`src/rtl/falling_char_pkg.sv`:
```
// Shared types for the falling-character lane engine: lane record,
// matcher state encoding and the bottom line that turns a lane into a miss.
package falling_char_pkg;

  localparam int PKG_Y_W      = 10;
  localparam int PKG_VEL_W    = 2;
  localparam int PKG_SCREEN_H = 480;
  localparam int PKG_CHAR_H   = 16;

  // Largest top line at which a glyph is still fully on screen.
  localparam int MISS_LINE = PKG_SCREEN_H - PKG_CHAR_H;

  // One falling character. Field widths track the engine's Y_W / VEL_W defaults.
  typedef struct packed {
    logic                 active;
    logic [7:0]           glyph;
    logic [PKG_Y_W-1:0]   y;
    logic [PKG_VEL_W-1:0] vel;
  } lane_t;

  typedef enum logic [1:0] {
    ST_IDLE,
    ST_SCAN,
    ST_RESOLVE
  } match_state_t;

endpackage

```
`src/rtl/lane_popcount.sv`:
```
// Counts how many lanes missed in the current frame.
module lane_popcount #(
  parameter int N  = 53,
  parameter int CW = 7
) (
  input  logic [N-1:0]  bits,
  output logic [CW-1:0] count
);

  // Plain adder chain; the miss vector is only needed once per frame.
  always_comb begin
    count = '0;
    for (int i = 0; i < N; i++) count = count + CW'(bits[i]);
  end

endmodule

```
`src/rtl/falling_char_engine.sv`:
```
// Lane engine for the typing game: spawns, moves and matches falling glyphs,
// keeps hit/miss scores and exposes lane state to the renderer.
module falling_char_engine
  import falling_char_pkg::*;
#(
  parameter int N_LANE   = 53,
  parameter int LANE_W   = 6,
  parameter int Y_W      = PKG_Y_W,
  parameter int SCREEN_H = PKG_SCREEN_H,
  parameter int CHAR_H   = PKG_CHAR_H,
  parameter int VEL_W    = PKG_VEL_W,
  parameter int CNT_W    = 14,
  parameter int MAX_MISS = 10
) (
  input  logic              clk,
  input  logic              reset,
  input  logic              frame_tick,
  input  logic              run,
  input  logic              spawn_valid,
  output logic              spawn_ready,
  input  logic [LANE_W-1:0] spawn_lane,
  input  logic [7:0]        spawn_char,
  input  logic [VEL_W-1:0]  spawn_vel,
  input  logic              key_valid,
  output logic              key_ready,
  input  logic [7:0]        key_char,
  output logic              key_done,
  output logic              key_hit,
  output logic [LANE_W-1:0] key_lane,
  input  logic [LANE_W-1:0] rd_lane,
  output logic              rd_active,
  output logic [7:0]        rd_char,
  output logic [Y_W-1:0]    rd_y,
  output logic [CNT_W-1:0]  hit_count,
  output logic [CNT_W-1:0]  miss_count,
  output logic              game_over
);

  localparam logic [Y_W:0]    MISS_Y   = (Y_W+1)'(SCREEN_H - CHAR_H);
  localparam logic [LANE_W:0] LANE_END = (LANE_W+1)'(N_LANE);

  lane_t              lanes [N_LANE];
  match_state_t       state;
  logic [7:0]         key_lat;
  logic [LANE_W-1:0]  idx;
  logic [LANE_W-1:0]  best;
  logic [Y_W-1:0]     best_y;
  logic               best_valid;

  logic               move;
  logic               spawn_fire;
  logic               res_hit;
  logic               hit_clr;
  logic [Y_W:0]       y_next [N_LANE];
  logic [N_LANE-1:0]  miss_vec;
  logic [LANE_W:0]    miss_pop;
  logic               cand;

  function automatic logic [CNT_W-1:0] sat_add(input logic [CNT_W-1:0] a,
                                               input logic [LANE_W:0]  b);
    logic [CNT_W:0] s;
    s = {1'b0, a} + {{(CNT_W-LANE_W){1'b0}}, b};
    return s[CNT_W] ? '1 : s[CNT_W-1:0];
  endfunction

  assign move        = frame_tick & run & ~game_over;
  assign spawn_ready = ({1'b0, spawn_lane} < LANE_END) && !lanes[spawn_lane].active && !game_over;
  assign spawn_fire  = spawn_valid & spawn_ready;
  assign key_ready   = (state == ST_IDLE) & ~game_over;

  // The chosen lane may have been missed or cleared while the scan ran.
  assign res_hit = best_valid && lanes[best].active && (lanes[best].glyph == key_lat) && !game_over;
  assign hit_clr = (state == ST_RESOLVE) & res_hit;
  assign cand    = lanes[idx].active && (lanes[idx].glyph == key_lat);

  // Renderer read port, zero latency; out-of-range lanes read as empty.
  always_comb begin
    rd_active = 1'b0;
    rd_char   = '0;
    rd_y      = '0;
    if ({1'b0, rd_lane} < LANE_END) begin
      rd_active = lanes[rd_lane].active;
      rd_char   = lanes[rd_lane].glyph;
      rd_y      = lanes[rd_lane].y;
    end
  end

  // Next position and miss flag per lane; a same-cycle hit clear suppresses the miss.
  always_comb begin
    for (int i = 0; i < N_LANE; i++) begin
      y_next[i]   = {1'b0, lanes[i].y} + (Y_W+1)'(lanes[i].vel) + (Y_W+1)'(1);
      miss_vec[i] = move && lanes[i].active && (y_next[i] > MISS_Y)
                    && !(hit_clr && (best == LANE_W'(i)));
    end
  end

  lane_popcount #(.N(N_LANE), .CW(LANE_W+1)) u_popcount (
    .bits  (miss_vec),
    .count (miss_pop)
  );

  // Lane array: hit clear has priority, then spawn, then per-frame motion.
  always_ff @(posedge clk or negedge reset) begin
    if (!reset) begin
      for (int i = 0; i < N_LANE; i++) lanes[i] <= '0;
    end else begin
      for (int i = 0; i < N_LANE; i++) begin
        if (hit_clr && (best == LANE_W'(i))) begin
          lanes[i].active <= 1'b0;
        end else if (spawn_fire && (spawn_lane == LANE_W'(i))) begin
          lanes[i] <= '{active: 1'b1, glyph: spawn_char, y: '0, vel: spawn_vel};
        end else if (move && lanes[i].active) begin
          if (miss_vec[i]) lanes[i].active <= 1'b0;
          else             lanes[i].y      <= y_next[i][Y_W-1:0];
        end
      end
    end
  end

  // Miss scoring and the sticky game-over flag, which lags the count by a cycle.
  always_ff @(posedge clk or negedge reset) begin
    if (!reset) begin
      miss_count <= '0;
      game_over  <= 1'b0;
    end else begin
      miss_count <= sat_add(miss_count, miss_pop);
      if (miss_count >= CNT_W'(MAX_MISS)) game_over <= 1'b1;
    end
  end

  // Keystroke matcher: scan every lane for the lowest copy, then re-validate and clear it.
  always_ff @(posedge clk or negedge reset) begin
    if (!reset) begin
      state      <= ST_IDLE;
      key_lat    <= '0;
      idx        <= '0;
      best       <= '0;
      best_y     <= '0;
      best_valid <= 1'b0;
      key_done   <= 1'b0;
      key_hit    <= 1'b0;
      key_lane   <= '0;
      hit_count  <= '0;
    end else begin
      key_done <= 1'b0;
      case (state)
        ST_IDLE: begin
          if (key_valid && key_ready) begin
            key_lat    <= key_char;
            best_valid <= 1'b0;
            idx        <= '0;
            state      <= ST_SCAN;
          end
        end
        ST_SCAN: begin
          if (cand && (!best_valid || (lanes[idx].y > best_y))) begin
            best       <= idx;
            best_y     <= lanes[idx].y;
            best_valid <= 1'b1;
          end
          if (idx == LANE_W'(N_LANE - 1)) state <= ST_RESOLVE;
          else                            idx   <= idx + 1'b1;
        end
        ST_RESOLVE: begin
          key_done <= 1'b1;
          key_hit  <= res_hit;
          if (res_hit) begin
            key_lane  <= best;
            hit_count <= sat_add(hit_count, (LANE_W+1)'(1));
          end
          state <= ST_IDLE;
        end
        default: state <= ST_IDLE;
      endcase
    end
  end

endmodule

```
`config.mk`:
```
export PLATFORM = sky130hd
export DESIGN_NAME = falling_char_engine
export DESIGN_NICKNAME = d
export VERILOG_FILES = /design/src/rtl/falling_char_pkg.sv /design/src/rtl/lane_popcount.sv /design/src/rtl/falling_char_engine.sv
export SDC_FILE = /design/constraint.sdc
export NUM_CORES = 2
export LEC_CHECK = 0
export CAP_MARGIN = 20
export CELL_PAD_IN_SITES_DETAIL_PLACEMENT = 0
export CELL_PAD_IN_SITES_GLOBAL_PLACEMENT = 1
export CORE_UTILIZATION = 35
export CTS_BUF_LIST = sky130_fd_sc_hd__clkbuf_16
export CTS_CLUSTER_DIAMETER = 150
export DETAILED_ROUTE_END_ITERATION = 8
export PLACE_DENSITY_LB_ADDON = 0.1
export SYNTH_ARGS = -nofsm -noshare
export SYNTH_HDL_FRONTEND = slang
export SYNTH_SLANG_ARGS = --single-unit
```
`constraint.sdc`:
```
create_clock -name clk -period 18.25 [get_ports clk]
set_clock_uncertainty 0.1 [all_clocks]
set_input_delay 5.475 -clock clk [delete_from_list [all_inputs] [get_ports clk]]
set_output_delay 5.475 -clock clk [all_outputs]
set_load 0.02 [all_outputs]
```
==> impl_metrics.tcl <==
set metrics [dict create \
    period_share_pct 84.4 \
    crit_arrival_ns 9.82 \
    synth_top_area_share_pct 33.6 \
    ant_nets 0 \
    drtIter0Drc 9187 \
    yosysMostFrequentCell "nand2_1" \
    core_mm2 0.249 \
    cts_buffers 156 \
    setup_viol 0 \
    grt_pass1_vias 73529 \
    synthFlopType "dfrtp_1" \
    via_per_inst 6.43 \
    grt_pass1_wl_mm 583 \
    timing_worst_setup_path_type "input pin to output pin" \
    chipHeight_um 504 \
    fmax_ghz 0.0649 \
    async_flop_share_pct 100 \
    worstMarginPinSlew_ns 1.41 \
    busiest_layer "met2" \
    post_cts_buffers 0 \
    dpl.cell_count 11674 \
    status "completed" \
    clockBufferDepth 3 \
    syn2layout_area_growth_pct 10.8 \
    reg2reg_from "best[1]" \
    hold_buffers 0 \
    vias 77003 \
    synth.distinct_cells 98 \
    finalWeightedCongestion 0.994 \
    drc 0 \
    critPathMaxFanout 69 \
    rows 183 \
    netlist_area_mm2 0.0880 \
    hold_start "lanes[1071]" \
    layout-drive-gt1-share_pct 20.4 \
    synth_seq_cells 1183 \
    insertion_delay_ns 0.85 \
    wl_per_cell_um 34.6 \
    syn_avg_cell_area_um2 10.1 \
    yosys.area.top_type "dfrtp_1" \
    globalRouteMet1Util_pct 42.8 \
    grt_use_total_pct 32.5 \
    hold_viol 0 \
    end_kind "output pin" \
    post_cts_resized 0 \
    rsz0062_at_grt "no" \
    htree_levels 4 \
    nFillCells 24166 \
    grt_overflow 0 \
    stdcell_count 11975 \
    synth-edff-count 0 \
    p_per_area_mw_per_mm2 128 \
    port_buffers 93 \
    cp-start-kind "input pin" \
    yosysSeqAreaShare_pct 33.6 \
    root_buffer "clkbuf_16" \
    synth_nets 9021 \
    drv_slew 0 \
    wirelength_mm 415 \
    clk_pin_slew_worst_paths_ns 0.06 \
    yosysWarnings 0 \
    peakVddDrop_mv 0.221 \
    setup.worst_path.start "rd_lane[0]" \
    cts_tree "built" \
    die_w_um 504 \
    gr-usage-met2_pct 48.4 \
    numClockSinks 1183 \
    grt_start_max_net_pins 139 \
    min_period_ns 15.40 \
    antenna_found_initial 31 \
    final_nets 8774 \
    use_met3_pct 7.98 \
    fin_setup_tns_ns 0 \
    cp.required_ns 12.67 \
    initial_core_util_pct 35.3 \
    maxSlewHeadroom_pct 6.01 \
    hold_class "flip-flop to flip-flop" \
    yosys-top-cells-area "dfrtp_1 (34%), mux4_2 (18%), nand2_1 (5.4%)" \
    ys_top_cells_by_count "nand2_1 (1272), dfrtp_1 (1183), mux4_2 (707), clkbuf_1 (504), inv_1 (435)" \
    first_pass_iters 6 \
    p_leak_nw 41.1 \
    die_area_mm2 0.254 \
    io_pins 94 \
    dp.final_hpwl_mm 308 \
    maxCapViolations 0 \
    syn_inst 8752 \
]
-- final timing paths --
path                       depth (start not counted)             to  slack, ns
max reg2reg                                       32  miss_count[2]       4.55
min reg2reg                                        1    lanes[1071]       0.41
min in group asynchronous                          1     lanes[193]       4.56
max                                                7        rd_y[2]       2.85
max in group asynchronous                          4     lanes[791]      10.31
min                                                1    lanes[1071]       0.41
-- where the power goes --
| group | switching (W) | total [W] | internal [W] | leakage [nW] |
|---|---|---|---|---|
| Combinational | 0.00297 | 0.00508 | 0.00211 | 22.9 |
| Sequential | 0.00112 | 0.00419 | 0.00308 | 15.6 |
| Clock | 0.00139 | 0.00322 | 0.00184 | 2.65 |
| Total | 0.00547 | 0.0125 | 0.00702 | 41.1 |
-- cells by family (layout without fill, tap and decap cells) --
logic type | after synthesis | count (layout) | synth area share, %
multiplexers | 1334 | 1334 | 25.7
buffers and inverters | 1179 | 1059 | 5.44
flip-flops | 1183 | 1183 | 33.6
adder cells (fa/ha/maj) | 233 | 233 | 4.15
other | 0 | 13 | 0
AO/OA/AOI/OAI | 1642 | 1642 | 12.8
AND/OR/NAND/NOR | 3116 | 3116 | 17.6
XOR/XNOR | 65 | 65 | 0.647
-- layout make-up --
cell class	instances	area, µm²	area share, %
tap	3330	4170	4.27
inverter	438	1650	1.69
antenna	13	32.5	0.0334
timing repair buffer	336	2910	2.99
clock inverter	128	1300	1.34
multi-input combinational	6390	53900	55.3
clock buffer	157	3930	4.03
sequential	1183	29600	30.4
-- state kept, by name, summed over array words and instances, names as in the netlist --
name	flops
key_lat	8
key_lane	6
best_valid	1
miss_count	14
hit_count	14
key_done	1
game_over	1
state	2
best	6
best_y	10
idx	6
lanes	1113
key_hit	1
-- worst max-delay path, stage by stage --
cell and delay, ns:
buf_8 0.49, buf_12 0.44, mux4_2 0.57, mux4_2 0.47
mux2i_1 0.94, o22ai_1 0.53, clkdlybuf4s50_1 0.67
-- cell usage in the layout (no fill, tap or decap), types with 51 or more instances in the layout --
| cell type | synthesis | final |
|---|---|---|
| nand2_1 | 1272 | 1269 |
| dfrtp_1 | 1183 | 1177 |
| mux4_2 | 707 | 707 |
| inv_1 | 435 | 462 |
| nor2_1 | 418 | 386 |
| mux2_2 | 354 | 354 |
| o21ai_0 | 330 | 330 |
| nand3_1 | 280 | 279 |
| a21oi_1 | 279 | 279 |
| mux2i_1 | 272 | 272 |
| buf_4 | 19 | 231 |
| nand4_1 | 174 | 174 |
| clkbuf_16 | 0 | 157 |
| and3_1 | 152 | 152 |
| o31ai_1 | 140 | 140 |
| a31oi_1 | 136 | 136 |
| ha_1 | 135 | 135 |
| nor2b_1 | 115 | 114 |
| nor3_1 | 106 | 98 |
| fa_1 | 98 | 98 |
| nand2b_1 | 92 | 92 |
| o211ai_1 | 85 | 85 |
| and2_1 | 84 | 84 |
| clkdlybuf4s50_1 | 0 | 76 |
| or3_1 | 71 | 71 |
| or4_1 | 68 | 68 |
| o311ai_0 | 63 | 63 |
| a22oi_1 | 57 | 57 |
| or2_2 | 54 | 54 |
| a21o_1 | 51 | 51 |
-- metal layers --
| layer | share of wire (%) | vias up |
|---|---|---|
| met1 | 41 | 39720 |
| met3 | 9.1 | 905 |
| met2 | 43 | 4003 |
| li1 | - | 32363 |
| met5 | 0.021 | - |
| met4 | 6.8 | 12 |
-- stage by stage --
stage               cell area (µm²)  setup slack, ns  hold WS (ns)  power (W)  util [%]
global placement              92200             3.07         0.387    0.00914      37.0
CTS                           97400             3.04         0.406     0.0124      39.1
detailed placement            92200             3.05         0.393    0.00918      37.0
floorplan                     88000             4.65         0.348    0.00704         -
finish                        97500             2.85         0.405     0.0125      39.1
global route                  97500             2.72         0.418     0.0130      39.1
(Power assumes the default switching activity.)
